<file path="config.mk">
export PLATFORM = sky130hd
export DESIGN_NAME = wb_i2c_seq
export DESIGN_NICKNAME = d
export VERILOG_FILES = /design/src/rtl/wb_i2c_seq.sv
export SDC_FILE = /design/constraint.sdc
export NUM_CORES = 1
export LEC_CHECK = 0
export CORE_MARGIN = 8
export CORE_UTILIZATION = 47
export CTS_CLUSTER_DIAMETER = 30
export DETAILED_ROUTE_END_ITERATION = 10
export GPL_TIMING_DRIVEN = 0
export PLACE_DENSITY = 0.81
export SYNTH_ARGS = -nofsm -noshare
export SYNTH_HDL_FRONTEND = slang
export SYNTH_SLANG_ARGS = --single-unit
</file>
<file path="constraint.sdc">
create_clock -name clk -period 2.6 [get_ports clk]
set_input_delay 0.52 -clock clk [delete_from_list [all_inputs] [get_ports clk]]
set_output_delay 0.52 -clock clk [all_outputs]
set_load 0.02 [all_outputs]
</file>
<file path="src/rtl/wb_i2c_seq.sv">
// Wishbone master that sequences one I2C register write or read
// through an i2c core: prescale/enable setup, TXR/CR writes, SR polling.
module wb_i2c_seq #(
  parameter logic [31:0] I2C_BASE = 32'h6000_0000,
  parameter logic [15:0] PRESCALE = 16'd99,
  parameter logic [15:0] POLL_MAX = 16'hFFFF
) (
  input  logic        clk,
  input  logic        rst,
  input  logic        cmd_start,
  input  logic        cmd_rd,
  input  logic [6:0]  cmd_dev,
  input  logic [7:0]  cmd_reg,
  input  logic [7:0]  cmd_wdata,
  output logic        busy,
  output logic        done,
  output logic        err,
  output logic [7:0]  rdata,
  output logic [31:0] m_adr_o,
  output logic [31:0] m_dat_o,
  input  logic [31:0] m_dat_i,
  output logic [3:0]  m_sel_o,
  output logic        m_we_o,
  output logic        m_cyc_o,
  output logic        m_stb_o,
  input  logic        m_ack_i
);

  localparam logic [3:0] IDLE       = 4'd0;
  localparam logic [3:0] INIT       = 4'd1;
  localparam logic [3:0] LD_TXR     = 4'd2;
  localparam logic [3:0] WR_CR      = 4'd3;
  localparam logic [3:0] POLL       = 4'd4;
  localparam logic [3:0] CHK        = 4'd5;
  localparam logic [3:0] ABORT_STO  = 4'd6;
  localparam logic [3:0] ABORT_POLL = 4'd7;
  localparam logic [3:0] RD_RXR     = 4'd8;
  localparam logic [3:0] FIN        = 4'd9;

  logic [3:0]  state_q, state_d;
  logic [1:0]  step_q, step_d;
  logic        init_q, init_d;
  logic        rd_q, rd_d;
  logic [6:0]  dev_q, dev_d;
  logic [7:0]  reg_q, reg_d;
  logic [7:0]  wd_q, wd_d;
  logic        busy_q, busy_d;
  logic        done_q, done_d;
  logic        err_q, err_d;
  logic [7:0]  rdata_q, rdata_d;
  logic [7:0]  sr_q, sr_d;
  logic [15:0] pcnt_q, pcnt_d;
  logic        cyc_q, cyc_d;
  logic        we_q, we_d;
  logic [31:0] adr_q, adr_d;
  logic [7:0]  dat_q, dat_d;

  logic        ack;
  logic        req;
  logic        req_we;
  logic [2:0]  req_off;
  logic [7:0]  req_byte;
  logic        rd_ph;
  logic        last_ph;
  logic [7:0]  txr_b;
  logic [7:0]  cr_b;
  logic        unused_hi;

  assign unused_hi = ^m_dat_i[31:8];
  assign ack = cyc_q & m_ack_i;
  assign rd_ph = rd_q && (step_q == 2'd3);
  assign last_ph = rd_q ? rd_ph : (step_q == 2'd2);

  always_comb begin
    unique case (step_q)
      2'd0:    txr_b = {dev_q, 1'b0};
      2'd1:    txr_b = reg_q;
      default: txr_b = rd_q ? {dev_q, 1'b1} : wd_q;
    endcase
    unique case (step_q)
      2'd0:    cr_b = 8'h90;
      2'd1:    cr_b = 8'h10;
      2'd2:    cr_b = rd_q ? 8'h90 : 8'h50;
      default: cr_b = 8'h68;
    endcase
  end

  always_comb begin
    state_d  = state_q;
    step_d   = step_q;
    init_d   = init_q;
    rd_d     = rd_q;
    dev_d    = dev_q;
    reg_d    = reg_q;
    wd_d     = wd_q;
    busy_d   = busy_q;
    done_d   = 1'b0;
    err_d    = err_q;
    rdata_d  = rdata_q;
    sr_d     = sr_q;
    pcnt_d   = pcnt_q;
    cyc_d    = cyc_q;
    we_d     = we_q;
    adr_d    = adr_q;
    dat_d    = dat_q;
    req      = 1'b0;
    req_we   = 1'b0;
    req_off  = 3'd0;
    req_byte = 8'h00;
    unique case (state_q)
      IDLE: if (cmd_start) begin
        rd_d    = cmd_rd;
        dev_d   = cmd_dev;
        reg_d   = cmd_reg;
        wd_d    = cmd_wdata;
        busy_d  = 1'b1;
        err_d   = 1'b0;
        step_d  = 2'd0;
        state_d = init_q ? LD_TXR : INIT;
      end
      INIT: begin
        req     = 1'b1;
        req_we  = 1'b1;
        req_off = {1'b0, step_q};
        unique case (step_q)
          2'd0:    req_byte = PRESCALE[7:0];
          2'd1:    req_byte = PRESCALE[15:8];
          default: req_byte = 8'h80;
        endcase
        if (ack) begin
          if (step_q == 2'd2) begin
            init_d  = 1'b1;
            step_d  = 2'd0;
            state_d = LD_TXR;
          end else begin
            step_d = step_q + 2'd1;
          end
        end
      end
      LD_TXR: begin
        // the final read phase is a bare RD command, no TXR load
        if (rd_ph) begin
          state_d = WR_CR;
        end else begin
          req      = 1'b1;
          req_we   = 1'b1;
          req_off  = 3'd3;
          req_byte = txr_b;
          if (ack) state_d = WR_CR;
        end
      end
      WR_CR: begin
        req      = 1'b1;
        req_we   = 1'b1;
        req_off  = 3'd4;
        req_byte = cr_b;
        if (ack) begin
          pcnt_d  = 16'd0;
          state_d = POLL;
        end
      end
      POLL: begin
        req     = 1'b1;
        req_off = 3'd4;
        if (ack) begin
          sr_d    = m_dat_i[7:0];
          pcnt_d  = pcnt_q + 16'd1;
          state_d = CHK;
        end
      end
      CHK: begin
        if (sr_q[1]) begin
          if (pcnt_q == POLL_MAX) begin
            err_d   = 1'b1;
            state_d = FIN;
          end else begin
            state_d = POLL;
          end
        end else if (sr_q[5]) begin
          err_d   = 1'b1;
          state_d = FIN;
        end else if (sr_q[7] && !rd_ph) begin
          err_d   = 1'b1;
          state_d = ABORT_STO;
        end else if (last_ph) begin
          state_d = rd_q ? RD_RXR : FIN;
        end else begin
          step_d  = step_q + 2'd1;
          state_d = LD_TXR;
        end
      end
      ABORT_STO: begin
        req      = 1'b1;
        req_we   = 1'b1;
        req_off  = 3'd4;
        req_byte = 8'h40;
        if (ack) begin
          pcnt_d  = 16'd0;
          state_d = ABORT_POLL;
        end
      end
      ABORT_POLL: begin
        req     = 1'b1;
        req_off = 3'd4;
        if (ack) begin
          pcnt_d = pcnt_q + 16'd1;
          if (!m_dat_i[1] || (pcnt_d == POLL_MAX)) state_d = FIN;
        end
      end
      RD_RXR: begin
        req     = 1'b1;
        req_off = 3'd3;
        if (ack) begin
          rdata_d = m_dat_i[7:0];
          state_d = FIN;
        end
      end
      FIN:     state_d = IDLE;
      default: state_d = IDLE;
    endcase
    if (req && !cyc_q) begin
      cyc_d = 1'b1;
      we_d  = req_we;
      adr_d = I2C_BASE + {29'd0, req_off};
      dat_d = req_byte;
    end
    if (ack) cyc_d = 1'b0;
    // done/busy are registered so they line up with the FIN cycle
    if (state_d == FIN && state_q != FIN) begin
      done_d = 1'b1;
      busy_d = 1'b0;
    end
  end

  always_ff @(posedge clk or negedge rst) begin
    if (!rst) begin
      state_q <= IDLE;
      step_q  <= 2'd0;
      init_q  <= 1'b0;
      rd_q    <= 1'b0;
      dev_q   <= 7'd0;
      reg_q   <= 8'd0;
      wd_q    <= 8'd0;
      busy_q  <= 1'b0;
      done_q  <= 1'b0;
      err_q   <= 1'b0;
      rdata_q <= 8'd0;
      sr_q    <= 8'd0;
      pcnt_q  <= 16'd0;
      cyc_q   <= 1'b0;
      we_q    <= 1'b0;
      adr_q   <= 32'd0;
      dat_q   <= 8'd0;
    end else begin
      state_q <= state_d;
      step_q  <= step_d;
      init_q  <= init_d;
      rd_q    <= rd_d;
      dev_q   <= dev_d;
      reg_q   <= reg_d;
      wd_q    <= wd_d;
      busy_q  <= busy_d;
      done_q  <= done_d;
      err_q   <= err_d;
      rdata_q <= rdata_d;
      sr_q    <= sr_d;
      pcnt_q  <= pcnt_d;
      cyc_q   <= cyc_d;
      we_q    <= we_d;
      adr_q   <= adr_d;
      dat_q   <= dat_d;
    end
  end

  assign busy    = busy_q;
  assign done    = done_q;
  assign err     = err_q;
  assign rdata   = rdata_q;
  assign m_adr_o = adr_q;
  assign m_dat_o = {24'd0, dat_q};
  assign m_sel_o = 4'hF;
  assign m_we_o  = we_q;
  assign m_cyc_o = cyc_q;
  assign m_stb_o = cyc_q;

endmodule

</file>
* Word level (Yosys, flattened, before mapping) *
Cells that the tools add are included.

word-level totals
  register bits = 108
  input port bits = 60
  output and inout bits = 82

operators by class
  $add $sub $neg = 3
  equality and inequality tests = 25
  multiplexer cells = 55
  bitwise logic cells = 1
  reduce and logical (&&, ||, !) cells = 29

operator list
  kind                     number
  $mux W4                  16
  $pmux W4 S9              1
  $add A31 B3 Y32 const A  1
  $eq A16 B16 Y1 const B   2
  $mux W16                 2
  $pmux W16 S2             1
  $pmux W8 S2              2
  $pmux W8 S4              1
  $mux W8                  3
  $pmux W8 S3              1
  $mux W2                  9
  $add A16 B1 Y16 const B  1
  $eq A4 B3 Y1 const B     4
  $mux W1                  14
  $ne A2 B2 Y1 const B     6
  $pmux W3 S4              1
  $reduce_bool A2 Y1       5
  $eq A4 B2 Y1 const B     2
  $eq A4 B4 Y1 const B     2
  $ne A4 B4 Y1 const B     2
  $reduce_and A2 Y1        4
  $reduce_and A7 Y1        1
  $pmux W1 S2              3
  $pmux W2 S3              1
  19 further kinds         28

* Depth between registers and ports, before layout *
  depth after elaboration = 12
  mapped depth = 8
  depth with buffers taken out = 7

* Worst setup path after synthesis *
No wires, ideal clock.

  kind = reg-to-reg
  start point = register pcnt_q[0]
  end point = register state_q[3]
  library setup time = 0.122 ns
  data arrival time = 1.783 ns
  data required time = 2.478 ns
  setup slack = 0.695 ns
  cell stages (with the launch flop) = 9
  clock period less this slack = 1.905 ns
  path through = dfrtp_1 ha_1 and3_1 buf_2 nand2_1 o31ai_2 a311o_1 a31o_1 a21boi_2

between the ends
  word-level cells in the longest chain between the ends = 6

RTL lines
  element                 RTL line  text
  start, declared         52        logic [15:0] pcnt_q, pcnt_d;
  start signal, assigned  267       pcnt_q <= pcnt_d;
  $add A16 B1 Y16         206       pcnt_d = pcnt_q + 16'd1;
  $eq A16 B16 Y1          207       if (!m_dat_i[1] || (pcnt_d == POLL_MAX)) state_d = FIN;
  $logic_or A1 B1 Y1      207
  $mux W4                 207
  $mux W4                 205       if (ack) begin
  $pmux W4 S9 (*)         110       unique case (state_q)
  net state_d[3]          40        logic [3:0] state_q, state_d;
  end signal, assigned    255       state_q <= state_d;
  end, declared           40

Mark *: on every way through the listed nets, which the timed path passes. The rest lies on a longest branch.
A chain may end at the register's enable or synchronous reset.

* Final worst setup path *
  start point = input m_ack_i
  end point = register done_q, in the netlist done

between the ends
  word-level cells in the longest chain between the ends = 7

RTL lines
  element                  RTL line  text
  start, declared          26        input logic m_ack_i
  $and A1 B1 Y1 (*)        70        assign ack = cyc_q & m_ack_i;
  $mux W4                  149       if (ack) state_d = WR_CR;
  $mux W4                  142       if (rd_ph) begin
  $pmux W4 S9 (*)          110
  $eq A4 B4 Y1 (*)         229       if (state_d == FIN && state_q != FIN) begin
  $logic_and A1 B1 Y1 (*)  229
  $mux W1 (*)              229
  net done_d               48        logic done_q, done_d;
  end signal, assigned     263       done_q <= done_d;
  end, declared            48

Marks and branches as above.

==> reports/metrics.csv <==
metric;value;unit
path_buf_inv;1;
wl_per_cell;15.37;um
ys_top_cells_by_area;dfrtp_1 42%, buf_4 10%, mux2_2 4.7%, mux2_1 4.5%, o21ai_0 4.3%;
drt-pass1-iter-count;5;
fin_crit_sh;86.53;%
cpLargestDelayFamily;simple AND/OR/NAND/NOR gates;
drcViolationCount;0;
tightest_slew;0.6144;ns
grt_max_degree;57;
clock_sinks;75;
worstPathRequired;2.88;ns
rr_startpoint;pcnt_q[0];
rr_endpoint;done;
drv_slew;0;
diodes;0;
critPathArrivalTime;2.53;ns
syn_area_per_cell;9.740;um2
ff2ff_setup_slack;0.37;ns
cp-start-kind;input pin;
clkTransAtPathRegs;0.09;ns
clk_latency;0.36;ns
grt.overflow.total;0;
setup_viol;0;
crit_slowest_cell;clkdlybuf4s50_1;
die_area;13010;um2
syn-cell-area;4519;um2
min-delay-path-class;in2async;
die_h;114.1;um
place_area;5525;um2
core.rowCount;35;
viasPerCell;5.150;
gp_congestion;0.8670;
crit_type;in2reg;
yosysTopAreaCell;dfrtp_1;
synthArstFlopShare;100.0;%
grt_pass1_wl;18290;um
cp_slowest_stage_delay;0.49;ns
synth_top_cell_area_share;41.53;%
io_pins;142;
max_freq;0.4445;GHz
grt.total_usage;17.35;%
finalHoldViolations;0;
hold_slack;0.03254;ns
cts_buffers;9;
ys_seq_area_share;41.53;%
tritoncts;yes;
path_cells;clkdlybuf4s50_1 > nand2_2 > nor4_1 > o211ai_1 > nor4_4 > a31o_1 > and2_1;
clk_path_buf_depth;2;
end_kind;register;
utilization;61.82;%
grt_pass1_vias;3690;
routed_wl;11150;um
root_buffer;clkbuf_8;
yosys_warnings;0;
synth_cell_type_count;65;
core;9284;um2
ctsResizeCount;0;
dr.first_iter.drc_count;268;
status;completed;
antenna_found_initial;0;
ys_ff_latch;75;
vdd_drop_max;0.0006038;V
clock_skew;0.01175;ns
layout.nets;659;
layout_min_cycle_time;2.250;ns
rsz0062_at_grt;false;
cp_max_fo;9;
port_buffers;62;
r2r_cells;7;
final_common_cell;dfrtp_1;
antenna_left;0;
syn_inst;464;
cts_htree_levels;3;
p_leak;0.002596;uW
syn2layout_area_growth;26.99;%
design_area;5739;um2
drive_gt1_share;21.48;%
synthFlopType;dfrtp_1;
slew_headroom;58.82;%
synth_edf_count;0;
multi_input_area;2252;um2
final_cell_mix;75 x dfrtp_1, 61 x buf_4, 61 x clkdlybuf4s50_1;
drv_cap;0;
p_per_area;1001;nW/um2
post_cts_buffers;0;
nFillCells;786;
vias;3734;
hold_buffers;0;
start_util;48.68;%
fp.dieW;114.1;um
dp_hpwl;8404;um
seq_area;1877;um2
-- power breakdown --
group	leakage (uW)	total (uW)	internal (uW)	switching, uW
clock network	0.000110	972	472	501
registers	0.000933	1950	1630	328
logic	0.00155	2820	1260	1560
-- final cells by class --
| cell class | instances | area share [%] |
|---|---|---|
| Multi-Input combinational cell | 355 | 39.24 |
| Inverter | 7 | 0.4578 |
| Clock inverter | 7 | 1.570 |
| Sequential cell | 75 | 32.70 |
| Timing Repair Buffer | 63 | 11.25 |
| Buffer | 80 | 9.810 |
| Clock buffer | 9 | 2.158 |
| Tap cell | 129 | 2.812 |
-- cell usage after synthesis, types with 3 or more instances --
cell type,count
o211ai_1,3
nor3b_1,4
and2_1,5
mux2_1,18
nand2_1,31
o21ai_0,39
inv_1,7
mux2_2,19
nor2_2,3
a21oi_1,25
clkbuf_1,9
buf_2,7
a31oi_1,3
dfrtp_1,75
nand2b_1,7
ha_1,8
a22oi_1,20
nor4_1,4
buf_4,60
a21o_1,3
nor2b_1,3
o31ai_1,7
nand3_1,7
or2_1,3
nand4_1,6
nor2_1,35
and4_1,3
-- routing by layer --
metal,global-route usage (%),share of wire (%),up-vias
li1,-,-,1796
met1,21.49,43,1749
met2,26.89,45,164
met3,5.749,10,25
met4,7.720,2.1,0
met5,0,0,-
-- stage by stage --
stage / std cells / setup TNS, ns / worst slack, ns / power [uW]
2_1_floorplan: 517 / 0 / 0.6953 / 3797
3_3_place_gp: 708 / -116.76 / -1.561 / 4663
3_5_place_dp: 709 / 0 / 0.02382 / 4754
4_1_cts: 725 / 0 / 0.3930 / 5760
5_1_grt: 725 / 0 / 0.1649 / 6143
6_report: 725 / 0 / 0.3502 / 5745
-- kinds of logic after synthesis --
| group | share of synthesized area, % |
|---|---|
| multiplexers | 9.662 |
| buffers and inverters | 13.04 |
| other | 0.1662 |
| flip-flops | 41.53 |
| adder cells (fa/ha/maj) | 2.215 |
| AND/OR/NAND/NOR | 14.87 |
| AO/OA/AOI/OAI | 17.75 |
| XOR/XNOR | 0.7753 |
-- registers in the layout, indices dropped and copies added, names as in the netlist, 2 cells and up --
name,flops
reg_q,8
state_q,4
dat_q,8
sr_q,3
m_adr_o,4
rdata,8
wd_q,8
step_q,2
pcnt_q,16
dev_q,7
-- worst max path at each step --
stage                          from          to  slack [ns]  cells past startpoint
after floorplan           pcnt_q[0]  state_q[3]        0.70                      8
after global placement          rst    dat_q[1]       -1.56                      1
after detailed placement    m_ack_i        done        0.02                      7
after CTS                   m_ack_i        done        0.39                      7
after global routing      pcnt_q[0]        done        0.16                      8
final                       m_ack_i        done        0.35                      7
(Power assumes the default switching activity.)
